File: src/rtl/hazard_detection_unit.sv
// hazard_detection_unit
//   ID-stage read-after-write hazard detector. It keeps a shadow copy of the
//   destination register and the load flag for the instructions in EXE and
//   MEM. When an ID source would read a value that is not yet available, it
//   raises hazard_detected, and it counts stall cycles in a saturating counter.
//
// Ports
//   clk, rst          : clock; asynchronous active-high reset
//   id_valid          : ID holds a real instruction
//   src1/src2/two_src : ID source registers; src2 is used only when two_src=1
//   id_dest           : ID destination register
//   id_wb_en          : ID writes back (ungated controller WB_EN)
//   id_mem_r_en       : ID is a load (controller MEM_R_EN)
//   fwd_en            : forwarding unit active
//   flush             : taken branch in EXE, so the ID instruction is killed
//   hazard_detected   : stall IF/ID and inject a bubble into EXE (combinational)
//   stall_count       : saturating count of cycles with hazard_detected=1
module hazard_detection_unit #(
  parameter int CNT_WIDTH  = 16,
  parameter int REG_ADDR_W = 5
) (
  input  logic                  clk,
  input  logic                  rst,
  input  logic                  id_valid,
  input  logic [REG_ADDR_W-1:0] src1,
  input  logic [REG_ADDR_W-1:0] src2,
  input  logic                  two_src,
  input  logic [REG_ADDR_W-1:0] id_dest,
  input  logic                  id_wb_en,
  input  logic                  id_mem_r_en,
  input  logic                  fwd_en,
  input  logic                  flush,
  output logic                  hazard_detected,
  output logic [CNT_WIDTH-1:0]  stall_count
);

  typedef struct packed {
    logic                  wb;
    logic [REG_ADDR_W-1:0] dest;
    logic                  mem_r;
  } ex_ent_t;

  typedef struct packed {
    logic                  wb;
    logic [REG_ADDR_W-1:0] dest;
  } mem_ent_t;

  localparam logic [CNT_WIDTH-1:0] CNT_MAX = '1;
  localparam logic [CNT_WIDTH-1:0] CNT_ONE = {{(CNT_WIDTH-1){1'b0}}, 1'b1};

  ex_ent_t              ex_q, ex_d;
  mem_ent_t             mem_q, mem_d;
  logic [CNT_WIDTH-1:0] cnt_q, cnt_d;

  logic s1_nz, s2_used;
  logic hit_ex, hit_mem;
  logic haz, issue;

  // Register 0 is hard-wired, so it never matches. src2 counts only for
  // instructions that read it.
  assign s1_nz   = |src1;
  assign s2_used = two_src & (|src2);

  assign hit_ex  = ex_q.wb  & ((s1_nz & (src1 == ex_q.dest))  | (s2_used & (src2 == ex_q.dest)));
  assign hit_mem = mem_q.wb & ((s1_nz & (src1 == mem_q.dest)) | (s2_used & (src2 == mem_q.dest)));

  // With forwarding enabled, the only hazard left is a load in EXE, because
  // its data arrives too late to forward. A killed or empty ID slot never stalls.
  assign haz   = id_valid & ~flush & (fwd_en ? (hit_ex & ex_q.mem_r) : (hit_ex | hit_mem));
  assign issue = id_valid & ~haz & ~flush;

  always_comb begin
    mem_d = '{wb: ex_q.wb, dest: ex_q.dest};
    ex_d  = '0;
    // A destination of 0 is stored as a bubble so that it can never match.
    if (issue && id_wb_en && (id_dest != '0))
      ex_d = '{wb: 1'b1, dest: id_dest, mem_r: id_mem_r_en};
  end

  always_comb begin
    cnt_d = cnt_q;
    if (haz && (cnt_q != CNT_MAX)) cnt_d = cnt_q + CNT_ONE;
  end

  always_ff @(posedge clk or posedge rst) begin
    if (rst) begin
      ex_q  <= '0;
      mem_q <= '0;
      cnt_q <= '0;
    end else begin
      ex_q  <= ex_d;
      mem_q <= mem_d;
      cnt_q <= cnt_d;
    end
  end

  assign hazard_detected = haz;
  assign stall_count     = cnt_q;

endmodule

File: config.mk
export PLATFORM = sky130hd
export DESIGN_NAME = hazard_detection_unit
export DESIGN_NICKNAME = d
export VERILOG_FILES = /design/src/rtl/hazard_detection_unit.sv
export SDC_FILE = /design/constraint.sdc
export NUM_CORES = 1
export LEC_CHECK = 0
export ABC_AREA = 0
export BUFFER_PORTS_ARGS = -buffer_cell sky130_fd_sc_hd__buf_2
export CORE_AREA = 2 2 56 58
export CTS_BUF_LIST = sky130_fd_sc_hd__clkbuf_4 sky130_fd_sc_hd__clkbuf_8
export DETAILED_ROUTE_END_ITERATION = 6
export DIE_AREA = 0 0 58 60
export PLACE_DENSITY = 0.89
export SETUP_SLACK_MARGIN = 0.4
export SLEW_MARGIN = 25
export SYNTH_ARGS = -nofsm -noshare
export SYNTH_HDL_FRONTEND = slang
export SYNTH_SLANG_ARGS = --single-unit
File: constraint.sdc
create_clock -name clk -period 2.6 [get_ports clk]
set_input_delay 0.26 -clock clk [delete_from_list [all_inputs] [get_ports clk]]
set_output_delay 0.26 -clock clk [all_outputs]
set_load 0.02 [all_outputs]
==> results of run 1 <==
-- routing by layer --
layer / up-vias / share of wire / track usage
li1: 532 / - / -
met1: 563 / 0.37 / 0.207
met2: 34 / 0.56 / 0.352
met3: 8 / 0.052 / 0.0693
met4: 0 / 0.024 / 0.0864
met5: - / 0 / 0
-- what timing repair did --
item	in CTS	in global routing
setup buffers	0	1
endpoints found under the hold margin	0	0
pin swaps	0	5
endpoints found under the setup margin	1	4
gates resized for setup	2	3
-- power breakdown --
group	switching, mW	internal, mW
Clock	0.148	0.156
Sequential	0.00675	0.458
Combinational	0.0435	0.0333
-- registers in the layout (all words and copies together) (netlist names) --
name	flops
ex_q	7
mem_q	6
stall_count	16
-- cells by family after synthesis --
family,count (synthesis),share of synthesized area
xor+xnor,35,0.211
mux,1,0.00774
fa+ha+maj,1,0.00860
flops,29,0.499
simple gates,46,0.198
compound gates,6,0.0422
buf+inv,10,0.0336
-- worst min-delay path by stage --
stage | to | slack (ns) | cells past startpoint
after floorplan | ex_q[0] | 0.34 | 1
after global placement | mem_q[5] | 0.38 | 0
after global routing | ex_q[5] | 0.01 | 2
after CTS | ex_q[4] | 0.12 | 3
final | ex_q[4] | -0.02 | 2
after detailed placement | mem_q[5] | 0.40 | 0
-- layout make-up --
class,instances,area share
inverters,7,0.0148
flip-flops and latches,29,0.408
multi-input cells,89,0.394
clock buffers,7,0.0366
repair buffers,41,0.120
well taps,33,0.0232
clock inverters,1,0.00282
-- synth_stat cells --
cell      instances  area [um2]
and3_1            5        31.3
nor4_1            5        31.3
mux2_2            1        11.3
nand4_1           6        37.5
nand3_1           7        35.0
buf_6             1        11.3
nand3_2           2        20.0
o21ai_2           1        8.76
or4_1             2        15.0
xor2_1           12         105
clkbuf_1          1        3.75
and4_1            4        35.0
and2_1            3        18.8
nand4_2           1        12.5
a21oi_2           2        17.5
nand2_1           2        7.51
nor2b_1           1        6.26
o211ai_2          1        12.5
nor2_1            6        22.5
ha_1              1        12.5
buf_4             1        7.51
o221ai_2          1        15.0
xnor2_1          23         201
a21boi_0          1        7.51
and3_2            2        15.0
inv_1             7        26.3
dfrtp_1          29         726
-- through the flow --
stage / power, mW / utilization / area [um2]
final: 0.846 / 0.612 / 1780
after detailed placement: 0.548 / 0.577 / 1680
after global routing: 0.887 / 0.612 / 1780
after floorplan: 0.512 / - / 1450
after global placement: 0.543 / 0.577 / 1680
after CTS: 0.858 / 0.603 / 1750
==> results.md, run 1 <==
- The run finished, with violations left.
- The final reports fail on negative hold slack.
- The final net count is 197.
- The cell area after technology mapping is 1450 um2.
- TritonCTS created 5 clock buffers.
- Dividing total power by cell area gives a power density of 476 nW/um2.
- The proportion of synthesized chip area in sequential cells is 0.499.
- In this run, synthesis produced a sequential element count of 29.
- The clock passes through at most 2 buffers.
- The die is 58 um wide.
- Counting cells, the worst reg-to-reg path comes to 8.
- The number of global-route vias before repair came to 1131.
- The port buffer count is 39.
- Summed over all layers, the global routing overflow is 0.
- The post-synth net total is 152.
- The root buffer cell is clkbuf_4.
- The average cell area after synthesis is 11.4 um2.
- The cell count after synthesis came out at 128.
- The sequential standard cell area is 726 um2.
- In the final layout, the share of cells above drive strength 1 is 0.362.
- The number of failing setup endpoints in the final timing report is 0.
- The maximum vdd ir drop is 390 uV.
- Including well taps, the total number of placed cells is 198.
- The worst-case register-to-register setup slack is 0.56 ns.
- The detail route stage leaves a number of antenna-violating nets equal to 0.
- In this design, the largest share of critical-path delay is due to simple AND/OR/NAND/NOR gates.
- For this design, the slowest cell found on the critical path is dfrtp_1.
- For this run, design rule violations remaining after detail routing come to 0.
- The routability congestion estimate from global placement is 0.960.
- For the pin with the worst max-slew slack, the measured transition is 0.568 ns.
- The initial core utilization is 0.501.
- The first global-routing pass estimated 4980 um of wire.
- Detailed placement ended at an HPWL of 2250 um.
- The fill cell instance count of the final layout is 269.
- Subtracting the final worst setup slack from the clock period gives 2.12 ns.
- The largest net degree at the start of global routing is 30.
- Leaving out fill and tap cells, the most frequent cell in the layout is buf_2.
- The tool flagged a number of max-cap violations equal to 0.
- The total die area is 3480 um2.
- The nature of the critical path endpoint is an output pin.
- Setup repair after global routing could not meet its margin everywhere.
- Across all hold checks on the routed design, the worst slack comes to -0.0196 ns.
- The number of distinct library cell variants in the gate-level netlist after synthesis is 27.
- The required time reported for the critical path endpoint is 2.34 ns.
- The CTS tree is done.
- The initial antenna violation count came to 0.
- The total number of vias is 1137.
- The beginning of the worst register-to-register path is mem_q[2].
- The worst slew margin relative to its limit is 0.621.
- The clock slew at the register clock pins of the worst setup and hold paths is 0.09 ns.
- The vias per cell is 5.49.
- The I/O pin count is 40.
- Summed over all failing endpoints, the final setup total negative slack is 0 ns.
- The type of the tightest min-delay check is in -> async.
- Wires add up to 2970 um.
- The floorplan die height is 60 um.
- The slack of the critical path is 0.484 ns.
- After detailed routing, the average wire length per cell comes to 14.3 um.
- The layout overhead on the synthesized area is 22.2%.
- The number of buffers and inverters on the critical path is 1.
- STA classifies the critical path startpoint as a flip-flop.
- The leakage component of the power is 0.918 nW.
- The final-report max-slew violation count is 0.
- The timing endpoint of the critical path is hazard_detected.
- The critical path is of the reg -> out type.
- In the layout the commonest cells are buf_2, dfrtp_1, xnor2_1.
- Yosys printed 0 warnings.
- The core area is 2900 um2.
- For the worst setup path, the data arrival time is 1.86 ns.
- The signal on the critical path passes through xnor2_1 > nand3_1 > nor4_1 > o211ai_2 > a21boi_1 > buf_4.
- The most critical setup path has its startpoint at mem_q[2].
- In the final layout, the multi-input gates occupy 701 um2.
- For this run, the total global-route usage over all layers was measured as 0.196.
- The number of logic stages on the critical path including buffering is 6.
- The hold violation count in the final report came to 29.
- In this run the worst path has a maximum fanout of 3.
- Timing would allow up to 472 MHz.
- OpenSTA, run right after detailed placement, puts the worst setup slack at 0.446 ns.
- The number of antenna cells inserted is 0.
- The post-layout instance count excluding filler cells is 207.
- In this design, the stage delay of the slowest critical-path cell is 0.41 ns.
- The first-pass iteration count of the detailed router is 5.
- The worst register-to-register path ends at stall_count[8].
- The ratio of final minimum period to clock period is 0.814.
- The number of buffers added to fix hold violations after cts is 0.
- The clock reaches the later pin of the worst-skew pair after 0.32 ns.
- The H-tree generated during clock tree synthesis spans 2 levels.
- The clock net in this run drives a total of 29 sinks.
- The detailed router's first-iteration violation count is 32.
- Between clock sinks in the finished design, the worst skew comes to 0.00295 ns.
- The placement row count is 20.
(Power assumes the default switching activity.)
==> run 2: changes to the inputs <==
==> constraint.sdc (replaced) <==
create_clock -name clk -period 2.04 [get_ports clk]
set_input_delay 0.204 -clock clk [delete_from_list [all_inputs] [get_ports clk]]
set_output_delay 0.204 -clock clk [all_outputs]
set_load 0.02 [all_outputs]
==> results.md, run 2 (synthesis gave the netlist of run 1 again) <==
- The run finished, with violations left.
- The checks that failed: negative setup slack.
- The critical path goes through buf_4 > xnor2_4 > nand3_2 > nor4_4 > o221ai_2 > buf_4 > a21boi_2 > buf_4.
- The total overflow left after global routing is 0.
- Hold repair after CTS inserted 0 buffers.
- The initial antenna violation count came to 0.
- The total negative slack for setup checks is -0.650 ns.
- The layout overhead on the synthesized area is 43.2%.
- Counting every sink on the clock net gives 29.
- The kind of critical path is reg -> out.
- In this run the deepest clock path goes through 2 buffers.
- At the end of the flow, the number of nets in the layout was 211.
- The core area is 2900 um2.
- In this run the clock root is driven by a clkbuf_4.
- The dominant delay contributor by cell family on the critical path is buffers and inverters.
- The placement row count is 20.
- At the pin with the least slew margin, the transition time is 0.781 ns.
- The upper clock frequency limit is 468 MHz.
- The worst-path maximum fanout is 2.
- The vias per cell is 5.33.
- The floorplan die height is 60 um.
- Summing over every cut layer, the via total after detailed routing is 1179.
- The residual DRC count is 0.
- The later pin in the worst-skew pair is clocked with a latency of 0.32 ns.
- The largest clock skew in the final design is 0.00581 ns.
- The final-report max-slew violation count was 0.
- The largest net degree at the start of global routing is 23.
- The hold violation count in the final report is 0.
- The detailed placement HPWL is 2310 um.
- The sequential standard cell area is 731 um2.
- The first-pass iteration count of the detailed router is 4.
- The most common library cell in the layout ignoring fill and taps is buf_2.
- The width of the chip is 58 um.
- The repair_antennas step left the layout with diodes totalling 0.
- The clock slew at the register clock pins of the worst setup and hold paths is 0.09 ns.
- The share of cells above drive strength 1 is 0.505.
- The area after detailed placement is 1730 um2.
- The overall global routing resource usage is 0.196.
- In the layout the commonest cells are buf_2, dfrtp_1, xnor2_1.
- The most frequent cell on the critical path is buf_4.
- The type of origin of the critical path is a flip-flop.
- The path class of the tightest hold or removal check is in -> async.
- The detailed router's first-iteration violation count is 42.
- The worst slew margin relative to its limit is 0.479.
- Dividing total power by cell area gives a power density of 518 nW/um2.
- Setup violations remaining at the end of the flow were counted as 15.
- The ratio of final minimum period to clock period is 1.05.
- After layout, the minimum clock period comes to 2.14 ns.
- The initial core utilization is 0.501.
- The delay of the slowest cell on the worst path is 0.40 ns.
- The post-route cell area is 2080 um2.
- In this run the count of I/O pins placed on the die edge is 40.
- The final-layout worst hold slack is 0.0135 ns.
- In this run the tool buffered the top-level ports with 39 buffer cells.
- At the end of routability-driven placement, the weighted congestion stood at 0.931.
- The area of combinational cells with multiple inputs is 853 um2.
- The maximum vdd ir drop is 431 uV.
- Measured on the finished design, the core utilization comes to 0.717.
- The fill cell instance count of the final layout is 206.
- At the worst endpoint, the required time is 1.84 ns.
- Counting the buffers created by CTS gives 5.
- The count of maximum capacitance violations is 0.
- In this run the number of H-tree levels came out at 2.
- The first global-routing pass estimated 5000 um of wire.
- Setup repair after global routing could not meet its margin everywhere.
- The die covers 3480 um2.
- The register with the most flip-flops in the layout has 16 of them.
- The overall routed net length is 3350 um.
- The nature of the critical path endpoint is an output pin.
- The highest-delay cell along the critical path is dfrtp_1.
- Together, buffers and inverters on the worst path number 3.
- TritonCTS built the clock tree.
- At the worst endpoint, the arrival time is 1.93 ns.
- The count of nets left with antenna violations once routing finished came out at 0.
- The average wire length per cell after detail routing is 15.2 um.
- The slack of the critical path is -0.0967 ns.
- The number of global-route vias before repair is 1164.
- In this run the static leakage power is 1.05 nW.
run 2: changes by cell type in the layout (fill, tap and decap cells not counted), sizes merged:
| cell | delta |
|---|---|
| buf | +13 |
| clkbuf | +2 |
| clkinv | -1 |
run 2: per-layer routing:
metal  GRT usage  vias up  share of wire
met4      0.0930        0          0.016
met2       0.354       32           0.55
met5           0        -              0
met1       0.217      582           0.39
li1            -      559              -
met3      0.0476        6          0.048
run 2: stage by stage:
stage	power, mW	setup slack [ns]	instances
floorplan	0.653	0.180	128
global route	1.12	-0.212	221
finish	1.08	-0.0967	221
global placement	0.697	0.0357	203
detailed placement	0.702	-0.147	203
CTS	1.07	-0.166	219
run 2: final timing paths:
kind                             from         endpoint  slack, ns  cells past startpoint
setup / recovery              ex_q[5]  hazard_detected       -0.1                      8
hold / removal                    rst   stall_count[6]       0.01                      2
setup reg to reg              ex_q[5]  stall_count[10]      -0.09                     10
hold reg to reg               ex_q[6]         mem_q[5]       0.40                      0
max in group asynchronous         rst         mem_q[1]       1.44                      3
min in group clk           id_dest[4]          ex_q[5]       0.09                      3
run 2: worst register-to-register path, delay by kind of cell, from the launching register on:
kind                      cells  cell delay [ns]
xor gates and xnor gates      2             0.31
AOI/OAI and AO/OA             2             0.36
buffers and inverters         3             0.52
DFF                           1             0.40
and+or+nand+nor               3             0.42
run 2: area by class of cell:
cell class	count	area share
Multi-Input combinational cell	89	0.410
Tap cell	33	0.0198
Inverter	7	0.0126
Timing Repair Buffer	55	0.178
Sequential cell	29	0.351
Clock buffer	8	0.0288
run 2: power by group:
part	internal (mW)	switching, mW
combinational	0.0542	0.0643
clock	0.177	0.191
sequential	0.583	0.00852
run 2: timing repair:
item / CTS / global route
setup buffers: 8 / 1
endpoints found under the setup margin: 24 / 24
pin swaps: 10 / 11
gates resized for setup: 9 / 25
cloned: 0 / 1
==> run 3: changes to the inputs <==
--- a/config.mk
+++ b/config.mk
@@ -6,7 +6,7 @@
 export NUM_CORES = 1
 export LEC_CHECK = 0
 export ABC_AREA = 0
-export BUFFER_PORTS_ARGS = -buffer_cell sky130_fd_sc_hd__buf_2
+export BUFFER_PORTS_ARGS = -buffer_cell sky130_fd_sc_hd__clkbuf_2
 export CORE_AREA = 2 2 56 58
 export CTS_BUF_LIST = sky130_fd_sc_hd__clkbuf_4 sky130_fd_sc_hd__clkbuf_8
 export DETAILED_ROUTE_END_ITERATION = 6
==> results.md, run 3 (synthesis gave the netlist of run 1 again) <==
- Setup repair after global routing could not meet its margin everywhere.
- The die covers 3480 um2.
- The launching instance or port of the critical path is ex_q[3].
- STA classifies the critical path startpoint as a flip-flop.
- The leakage component of the power is 1.05 nW.
- The share of cells above drive strength 1 is 0.527.
- The global-route wire length before repair is 5200 um.
- The buffers plus inverters on the worst setup path is 2.
- The vias per cell is 5.37.
- The residual DRC count is 0.
- The worst slew margin relative to its limit is 0.489.
- The number of antenna cells inserted is 0.
- The number of global-route vias before repair came to 1206.
- The nature of the critical path endpoint is an output pin.
- After layout, the minimum clock period comes to 2.07 ns.
- The kind of critical path is reg -> out.
- The detailed placement HPWL is 2370 um.
- On the final layout, the worst hold slack is 0.0766 ns.
- For this design, the sink count on the clock tree is 29.
- In this run, CTS created clock tree buffers numbering 5.
- The placement row count is 20.
- In this run the standard cell core region covers 2900 um2.
- The total negative slack for setup checks is -0.0326 ns.
- TritonCTS built the clock tree.
- Data arrives at the worst endpoint at 1.87 ns.
- The initial antenna violation count is 0.
- The final-report max-slew violation count is 0.
- After detailed routing, the average wire length per cell comes to 15.6 um.
- In the layout the commonest cells are clkbuf_2, dfrtp_1, xnor2_1.
- The upper clock frequency limit is 482 MHz.
- After clock tree synthesis, the clock-pin slew on the worst setup and hold paths is 0.09 ns.
- The run finished, with violations left.
- The area after detailed placement is 1730 um2.
- Relative to the synthesized area, the layout overhead comes to 43.1%.
- The ratio of final minimum period to clock period is 1.02.
- After filler insertion, the fill cell instance count of the layout stands at 209.
- The worst slack at placement is -0.0484 ns.
- The count of buffers added on input and output ports is 39.
- The initial utilization of the core area, before any placement, comes to 0.501.
- The count of antenna-violating nets left after detailed routing is 0.
- The flip-flop count of the largest register, all copies and words added is 16.
- The width of the chip is 58 um.
- Measured along the y axis, the die boundary spans 60 um.
- The total number of vias is 1187.
- The highest-delay cell along the critical path is dfrtp_1.
- The maximum count of clock buffers along a single path is 2.
- The startpoint of the lowest-slack hold path is id_dest[4].
- The measured slew at the worst slew-check pin is 0.765 ns.
- The slack of the critical path is -0.0326 ns.
- The number of failing setup endpoints in the final timing report is 1.
- The tool flagged a number of max-cap violations equal to 0.
- The largest clock skew in the final design is 0.00625 ns.
- At the end of routability-driven placement, the weighted congestion stood at 0.825.
- The worst register-to-register path begins at ex_q[3].
- The largest net degree at the start of global routing is 22.
- The overall routed net length is 3450 um.
- The first detailed-routing pass took 4 iterations.
- Walking the worst path, the cells encountered are xor2_1 > nor4_4 > o221ai_2 > buf_4 > a21boi_2 > clkbuf_8.
- The path class of the tightest hold or removal check is in -> reg.
- The final layout contains 211 nets.
- The power density over the cells is 533 nW/um2.
- The detailed router's first-iteration violation count is 23.
- Summing all non-filler instances in the final layout gives an area of 2080 um2.
- The I/O pin count is 40.
- The H-tree depth is 2.
- For the worst-skew pair, the clock arrives at the later sink with an insertion delay of 0.32 ns.
- The overall global routing resource usage is 0.205.
- The maximum vdd ir drop is 469 uV.
- For the worst setup path, the data required time is 1.84 ns.
- Along the worst path, the maximum fanout reaches 3.
- The cell family contributing the most delay on the critical path is flip-flops.
- The aggregate global routing overflow is 0.
- The root buffer cell is clkbuf_4.
- The hold violation count in the final report is 0.
- For this run, the slowest stage of the critical path takes 0.43 ns.
- Leaving out fill and tap cells, the most frequent cell in the layout is clkbuf_2.
- The final reports fail on negative setup slack.
run 3: worst paths after layout:
check                                        to  depth (start not counted)  slack [ns]
max in group asynchronous               ex_q[4]                          4        0.88
worst max-delay path            hazard_detected                          6       -0.03
worst max register to register   stall_count[8]                          8           0
worst min-delay path                    ex_q[5]                          3        0.08
min in group asynchronous        stall_count[9]                          3        0.58
worst min register to register         mem_q[5]                          0        0.41
run 3: repair_timing:
action                                  in CTS  in global routing
endpoints found under the hold margin       13                  0
buffers inserted                             6                  3
resized for setup                           19                 21
pin swaps                                   22                  9
endpoints found under the setup margin      23                 24
hold buffers                                 1                  0
run 3: tightest hold or removal path, stage by stage:
cell and delay (ns):
clkbuf_2 0.09, inv_1 0.04, nor2_1 0.04
run 3: per-stage QoR:
| stage | util | std cells | total power [mW] |
|---|---|---|---|
| after global routing | 0.717 | 221 | 1.16 |
| after detailed placement | 0.594 | 203 | 0.703 |
| final | 0.717 | 221 | 1.11 |
| after global placement | 0.594 | 203 | 0.696 |
| after floorplan | - | 128 | 0.653 |
| after CTS | 0.666 | 218 | 1.11 |
run 3: cell type report:
cell class | count | area, um2 | share of cell area
timing repair buffer | 55 | 357 | 0.171
tap | 33 | 41.3 | 0.0198
sequential | 29 | 733 | 0.352
clock inverter | 1 | 5.00 | 0.00241
multi-input combinational | 89 | 853 | 0.410
inverter | 7 | 26.3 | 0.0126
clock buffer | 7 | 65.1 | 0.0313
run 3: per-layer routing:
metal / vias up / track usage / part of all wire
met1: 579 / 0.213 / 0.37
met5: - / 0 / 0
met4: 0 / 0.0731 / 0.012
met3: 6 / 0.0693 / 0.039
met2: 37 / 0.383 / 0.58
li1: 565 / - / -
run 3: report_power, final:
group | internal [mW] | switching [mW] | total, mW | leakage [nW]
Sequential | 0.584 | 0.00897 | 0.593 | 0.391
Clock | 0.200 | 0.197 | 0.397 | 0.0413
Combinational | 0.0543 | 0.0660 | 0.120 | 0.615
Total | 0.837 | 0.272 | 1.11 | 1.05
